===== config.mk =====
export PLATFORM = sky130hd
export DESIGN_NAME = bin2bcd_seq
export DESIGN_NICKNAME = d
export VERILOG_FILES = /design/src/rtl/bin2bcd_seq.sv
export SDC_FILE = /design/constraint.sdc
export NUM_CORES = 1
export LEC_CHECK = 0
export ABC_CLOCK_PERIOD_IN_PS = 1500
export BUFFER_PORTS_ARGS = -buffer_cell sky130_fd_sc_hd__buf_2
export CAP_MARGIN = 5
export CORE_AREA = 2 2 71 73
export DETAILED_ROUTE_END_ITERATION = 6
export DIE_AREA = 0 0 73 75
export MAX_ROUTING_LAYER = met4
export PLACE_DENSITY = 0.66
export SETUP_SLACK_MARGIN = 0.4
export SLEW_MARGIN = 0
export SYNTH_ARGS = -nofsm -noshare
export SYNTH_HDL_FRONTEND = slang
export SYNTH_SLANG_ARGS = --single-unit

===== constraint.sdc =====
create_clock -name clk -period 1.5 [get_ports clk]
set_input_delay 0.075 -clock clk [delete_from_list [all_inputs] [get_ports clk]]
set_output_delay 0.075 -clock clk [all_outputs]
set_load 0.02 [all_outputs]

===== src/rtl/bin2bcd_seq.sv =====
// Sequential binary-to-BCD converter (shift-and-add-3), one input bit per clock.
// Optional leading-zero flags are enabled by defining BIN2BCD_LZ_BLANK_EN.
module bin2bcd_seq #(
  parameter int WIDTH = 8
) (
  input  logic             clk,
  input  logic             rst_n,
  input  logic             start,
  input  logic [WIDTH-1:0] in,
  output logic             busy,
  output logic             done,
  output logic [11:0]      out,
  output logic [2:0]       lz
);

  localparam int CW = $clog2(WIDTH);

  typedef enum logic {IDLE, SHIFT} state_t;

  state_t            state_reg, state_next;
  logic [CW-1:0]     cnt_reg, cnt_next;
  logic [WIDTH-1:0]  bin_reg, bin_next;
  logic [11:0]       scratch_reg, scratch_next;
  logic [11:0]       out_reg, out_next;
  logic              done_reg, done_next;
  logic [11:0]       adj;
  logic [WIDTH+11:0] shifted;

  // Any digit >= 5 gets +3 so that the following left shift carries into the next digit.
  genvar gi;
  generate
    for (gi = 0; gi < 3; gi++) begin : g_adj
      assign adj[gi*4 +: 4] = (scratch_reg[gi*4 +: 4] >= 4'd5) ?
                              scratch_reg[gi*4 +: 4] + 4'd3 :
                              scratch_reg[gi*4 +: 4];
    end
  endgenerate

  assign shifted = {adj, bin_reg} << 1;

`ifdef BIN2BCD_LZ_BLANK_EN
  // Ones digit is never blanked, so only the hundreds/tens flags need storage.
  logic [1:0] lz_reg, lz_next;
`endif

  always_comb begin
    state_next   = state_reg;
    cnt_next     = cnt_reg;
    bin_next     = bin_reg;
    scratch_next = scratch_reg;
    out_next     = out_reg;
    done_next    = 1'b0;
`ifdef BIN2BCD_LZ_BLANK_EN
    lz_next      = lz_reg;
`endif
    case (state_reg)
      IDLE: begin
        if (start) begin
          bin_next     = in;
          scratch_next = '0;
          cnt_next     = '0;
          state_next   = SHIFT;
        end
      end
      SHIFT: begin
        scratch_next = shifted[WIDTH +: 12];
        bin_next     = shifted[WIDTH-1:0];
        cnt_next     = cnt_reg + CW'(1);
        if (cnt_reg == CW'(WIDTH - 1)) begin
          out_next   = shifted[WIDTH +: 12];
          done_next  = 1'b1;
          state_next = IDLE;
`ifdef BIN2BCD_LZ_BLANK_EN
          lz_next[1] = (shifted[WIDTH+8 +: 4] == 4'd0);
          lz_next[0] = (shifted[WIDTH+8 +: 4] == 4'd0) && (shifted[WIDTH+4 +: 4] == 4'd0);
`endif
        end
      end
      default: state_next = IDLE;
    endcase
  end

  always_ff @(posedge clk or negedge rst_n) begin
    if (!rst_n) begin
      state_reg   <= IDLE;
      cnt_reg     <= '0;
      bin_reg     <= '0;
      scratch_reg <= '0;
      out_reg     <= '0;
      done_reg    <= 1'b0;
`ifdef BIN2BCD_LZ_BLANK_EN
      lz_reg      <= '0;
`endif
    end else begin
      state_reg   <= state_next;
      cnt_reg     <= cnt_next;
      bin_reg     <= bin_next;
      scratch_reg <= scratch_next;
      out_reg     <= out_next;
      done_reg    <= done_next;
`ifdef BIN2BCD_LZ_BLANK_EN
      lz_reg      <= lz_next;
`endif
    end
  end

  assign busy = (state_reg == SHIFT);
  assign done = done_reg;
  assign out  = out_reg;

`ifdef BIN2BCD_LZ_BLANK_EN
  assign lz = {lz_reg, 1'b0};
`else
  assign lz = 3'b000;
`endif

endmodule


Word level (Yosys, flattened, before mapping)

Cells that the tools add are included.

Bitwise operators: 1
Order comparisons: 3
Reductions and logical operators: 1
Mux-type cells: 14
Equality and inequality tests: 2
$add $sub $neg: 4

Operators with widths:

| kind                | number |
|---|---|
| $pmux 12 s2         | 1 |
| $pmux 8 s2          | 1 |
| $ge 4x3->1 const B  | 3 |
| $mux 12             | 1 |
| $add 4x2->4 const B | 2 |
| $mux 4              | 2 |
| $mux 8              | 1 |
| $mux 3              | 2 |
| $pmux 3 s2          | 1 |
| $mux 1              | 4 |
| $add 3x1->3 const B | 1 |
| $add 3x2->3 const B | 1 |
| $eq 3x3->1 const B  | 1 |
| $ne 2x2->1 const B  | 1 |
| $pmux 1 s2          | 1 |
| $reduce_and 2->1    | 1 |
| $not 1->1           | 1 |

Register bits after elaboration: 37
Output and inout port bits: 17

Logic depth before layout (Yosys ltp)

Depth in word-level cells: 3
Gate-level depth with buffers: 8

Least setup slack after synthesis

No wires, ideal clock.

Path kind: flip-flop to flip-flop
From: register cnt_reg[0]
To: register out_reg[9], in the netlist out[9]
Period minus slack after synthesis: 1.527 ns
Cell stages (with the launch flop): 9
Buffers on the path: 2
Setup slack: -0.027 ns
Setup time: 0.126 ns
Data arrival time: 1.401 ns
Data required time: 1.374 ns
Cells stage by stage: dfrtp_1 ha_1 ha_1 nand2_2 buf_6 inv_1 buf_2 a31oi_1 nand3_1

Word-level cells in the longest chain between the ends: 2

RTL lines:

| what                       | line | text |
|---|---|---|
| start, declared            | 21   | `logic [CW-1:0] cnt_reg, cnt_next;` |
| start signal, assigned     | 96   | `cnt_reg <= cnt_next;` |
| $eq 3x3->1                 | 69   | `if (cnt_reg == CW'(WIDTH - 1)) begin` |
| $reduce_and 2->1 (no line) | --   |  |
| end signal, assigned       | 99   | `out_reg <= out_next;` |
| end, declared              | 24   | `logic [11:0] out_reg, out_next;` |

Every way passes these cells.
A chain may end at the register's enable or synchronous reset.

Worst setup path in the final report

From: register scratch_reg[5]
To: register out_reg[5], in the netlist out[5]

Word-level cells in the longest chain between the ends: 2

RTL lines:

| what                   | line | text |
|---|---|---|
| start, declared        | 23   | `logic [11:0] scratch_reg, scratch_next;` |
| start signal, assigned | 98   | `scratch_reg <= scratch_next;` |
| $ge 4x3->1             | 33   | `assign adj[gi*4 +: 4] = (scratch_reg[gi*4 +: 4] >= 4'd5) ?` |
| $mux 4                 | 33   |  |

Every way passes these cells.

==> flow_metrics.env <==
export IMPL_max_clock_freq_ghz=0.698
export IMPL_synth_cell_area_um2=1960
export IMPL_areaGrowthSynthToFinish_pct=46.6
export IMPL_comb_power_share_pct=62.6
export IMPL_synth_edf_count=0
export IMPL_grt_util_met2_pct=34.1
export IMPL_arrival_time_of_data_at_the_critical_path_endpoint_ns=1.61
export IMPL_cts_tree="yes"
export IMPL_fin_worst_skew_ns=0.00396
export IMPL_synth_compound_area_share_pct=18.1
export IMPL_finalMaxSlewViolations=0
export IMPL_grt_util_all_layers_pct=19.9
export IMPL_switching_power_uw=2980
export IMPL_crit_path_start_kind="flip-flop"
export IMPL_yosysTopAreaCell="dfrtp_1"
export IMPL_synthMostInstantiatedCell="dfrtp_1"
export IMPL_cts_sinks=37
export IMPL_cts_buffers=5
export IMPL_yosys_warnings=0
export IMPL_status="finished clean"
export IMPL_max_clock_path_buffers=2
export IMPL_globalRoute_busiestLayer="met2"
export IMPL_muxShareOfSynthArea_pct=5.10
export IMPL_postSynthAreaPerCell_um2=9.57
export IMPL_netlist_instances=205
export IMPL_global_route_congestion_overflow_total=0
export IMPL_post_route_min_period_ns=1.43
export IMPL_dp_hpwl_um=3030
export IMPL_number_of_instances_in_the_placed_design=280
export IMPL_number_of_global_route_vias_before_repair=1800
export IMPL_hold_ws_ns=0.0389
export IMPL_p_leak_uw=0.00128
export IMPL_cpPeakStageDelay_ns=0.42
export IMPL_dieHeight_um=75
export IMPL_placeableCoreArea_um2=4660
export IMPL_synth_area_top_cells="dfrtp_1, nand2_1, ha_1"
export IMPL_global_route_wire_length_before_repair_um=8110
export IMPL_post_route_cells_drive_above_1_share_pct=45.8
export IMPL_die_outline_area_um2=5480
export IMPL_cell_chain_of_the_critical_path="inv_2 -> ha_2 -> nand2b_4 -> a2111o_1 -> o311ai_1"
export IMPL_buffer_ports_inserted=24
export IMPL_synth_top_area_share_pct=47.2
export IMPL_clock_root_buffer="clkbuf_8"
export IMPL_drt_iter0_markers=93
export IMPL_swShare_pct=43.0
export IMPL_routed_wire_length_per_instance_um=15.8
export IMPL_crit_slowest_cell="a2111o_1"
export IMPL_routabilityCongestion=0.821
export IMPL_yosys_area_share_adder_pct=5.10
export IMPL_total_power_uw=6920
export IMPL_commonest_register_cell_after_synthesis="dfrtp_1"
export IMPL_initial_utilization_pct=42.1
export IMPL_via_per_inst=5.53
export IMPL_vdd_drop_max_v=0.000849
export IMPL_path_class="flip-flop to flip-flop"
export IMPL_hold_viol_final=0
export IMPL_rsz_0062_raised_after_global_routing="true"
export IMPL_grt_antenna_before_repair=0
export IMPL_wl_um=5020
export IMPL_post_layout_nonfiller_instances=318
export IMPL_synth_top_cells_by_count="dfrtp_1, nand2_1, o21ai_0"
export IMPL_crit_path_end_kind="flip-flop"
export IMPL_met3_grt_util_pct=4.15
export IMPL_cp_top_family="compound AO/OA/AOI/OAI gates"
export IMPL_dr_pass1_iters=4
export IMPL_fin_nets=282
export IMPL_yosys_area_share_simple_pct=17.0
export IMPL_floorplan_rows=25
export IMPL_min_period_over_period_pct=95.5
export IMPL_maximum_number_of_pins_on_one_net_before_global_route_repair=20
export IMPL_synthDistinctLibCells=36
export IMPL_critPathBufInv=1
export IMPL_use_met1_pct=23.2
export IMPL_synth_seq_area_share_pct=47.2
export IMPL_setup_viol=0
export IMPL_worstSkewPairLatency_ns=0.28
export IMPL_synth_ff_latch_count=37
export IMPL_n_antenna_cell=0
export IMPL_route_vias_total=1760
export IMPL_ratio_of_total_power_to_cell_area_nw_per_um2=2410
export IMPL_power_clock_fraction_pct=9.5
export IMPL_async_flop_share_pct=100
export IMPL_cp_data_required_time_ns=1.68
export IMPL_critical_path_fanout_max=5
export IMPL_power_report_internal_total_uw=3940
export IMPL_chipWidth_um=73
export IMPL_level_count_of_the_clock_h_tree=2
export IMPL_detail_route_drc_violations=0
export IMPL_power_frac_seq_pct=27.9
export IMPL_synth_xor_area_share_pct=0
export IMPL_drv_max_cap_violation_count=0
export IMPL_fin_util_pct=61.7
export IMPL_antenna_violating_nets_left=0
export IMPL_min_delay_path_class="input pin to flip-flop"
export IMPL_clock_pin_slew_on_the_worst_setup_and_hold_paths_ns=0.07
export IMPL_ios=28
export IMPL_dominant_combinational_cell_family_by_area_after_synthesis="compound AO/OA/AOI/OAI gates"
through the flow:
step / cell area (µm²) / setup TNS [ns] / setup slack [ns]
after floorplan: 2110 / 0 / 0.0316
after global placement: 2290 / 0 / 0.0770
after detailed placement: 2290 / -0.0159 / -0.0159
after CTS: 2770 / 0 / 0.0862
after global routing: 2880 / 0 / 0.0237
final: 2880 / 0 / 0.0673
worst reg2reg max path: stages, from the launching register on:
cell	delay, ns
dfrtp_1	0.37
inv_2	0.06
ha_2	0.21
nand2b_4	0.18
a2111o_1	0.42
o311ai_1	0.10
path summary, 6_finish.rpt:
path | cells past startpoint | to | slack (ns) | start
min in group asynchronous | 2 | scratch_reg[6] | 0.27 | rst_n
max in group asynchronous | 3 | bin_reg[6] | 0.77 | rst_n
setup / recovery | 5 | out[5] | 0.07 | scratch_reg[5]
hold / removal | 3 | bin_reg[0] | 0.04 | in[0]
hold reg to reg | 2 | out[0] | 0.48 | out[0]
setup reg to reg | 5 | out[5] | 0.07 | scratch_reg[5]
kinds of logic after synthesis:
logic type      count (synthesis)
flops                          37
buf+inv                        29
mux                            10
other cells                     1
fa+ha+maj                       8
simple gates                   69
compound gates                 51
final cells by class:
cell class | instances | area (µm²)
fillers | 378 | 1790
multi-input cells | 141 | 1200
flip-flops and latches | 37 | 927
repair buffers | 68 | 554
clock buffers | 8 | 80.1
well taps | 54 | 67.6
inverters | 10 | 42.5
layer usage:
| metal | wire length [µm] | part of all wire [%] | up-vias |
|---|---|---|---|
| met5 | 0 | 0 | - |
| met4 | 70 | 1.4 | 0 |
| met3 | 220 | 4.4 | 10 |
| met2 | 2600 | 52 | 44 |
| met1 | 2130 | 42 | 862 |
| li1 | - | - | 844 |
power groups by stage:
stage                     Combinational [µW]  Clock, µW  Sequential (µW)
after floorplan                         2120          0             1920
after global placement                  2800          0             1920
after detailed placement                2850          0             1910
after CTS                               3930        682             1900
after global routing                    4680        708             1980
final                                   4330        657             1930
cell usage in the layout (no fill, tap or decap), drive strengths merged, types with 3 or more instances in the layout:
cell type,n
a21oi,5
mux2i,10
o31ai,7
buf,67
a2111o,4
inv,9
nand3,13
nor2b,4
o21ai,15
nand4,4
nor2,5
dfrtp,37
o22ai,3
nand2b,4
a31oi,3
clkbuf,8
a211oi,3
ha,8
nor3b,3
nand2,30
conb,3
what timing repair did:
| action | in CTS | in global routing |
|---|---|---|
| gates cloned | 2 | 0 |
| setup buffers | 21 | 6 |
| hold buffers | 1 | 0 |
| endpoints found under the setup margin | 28 | 30 |
| endpoints found under the hold margin | 18 | 0 |
| resized for setup | 53 | 12 |
| pin swaps | 28 | 11 |
(Power assumes the default switching activity.)
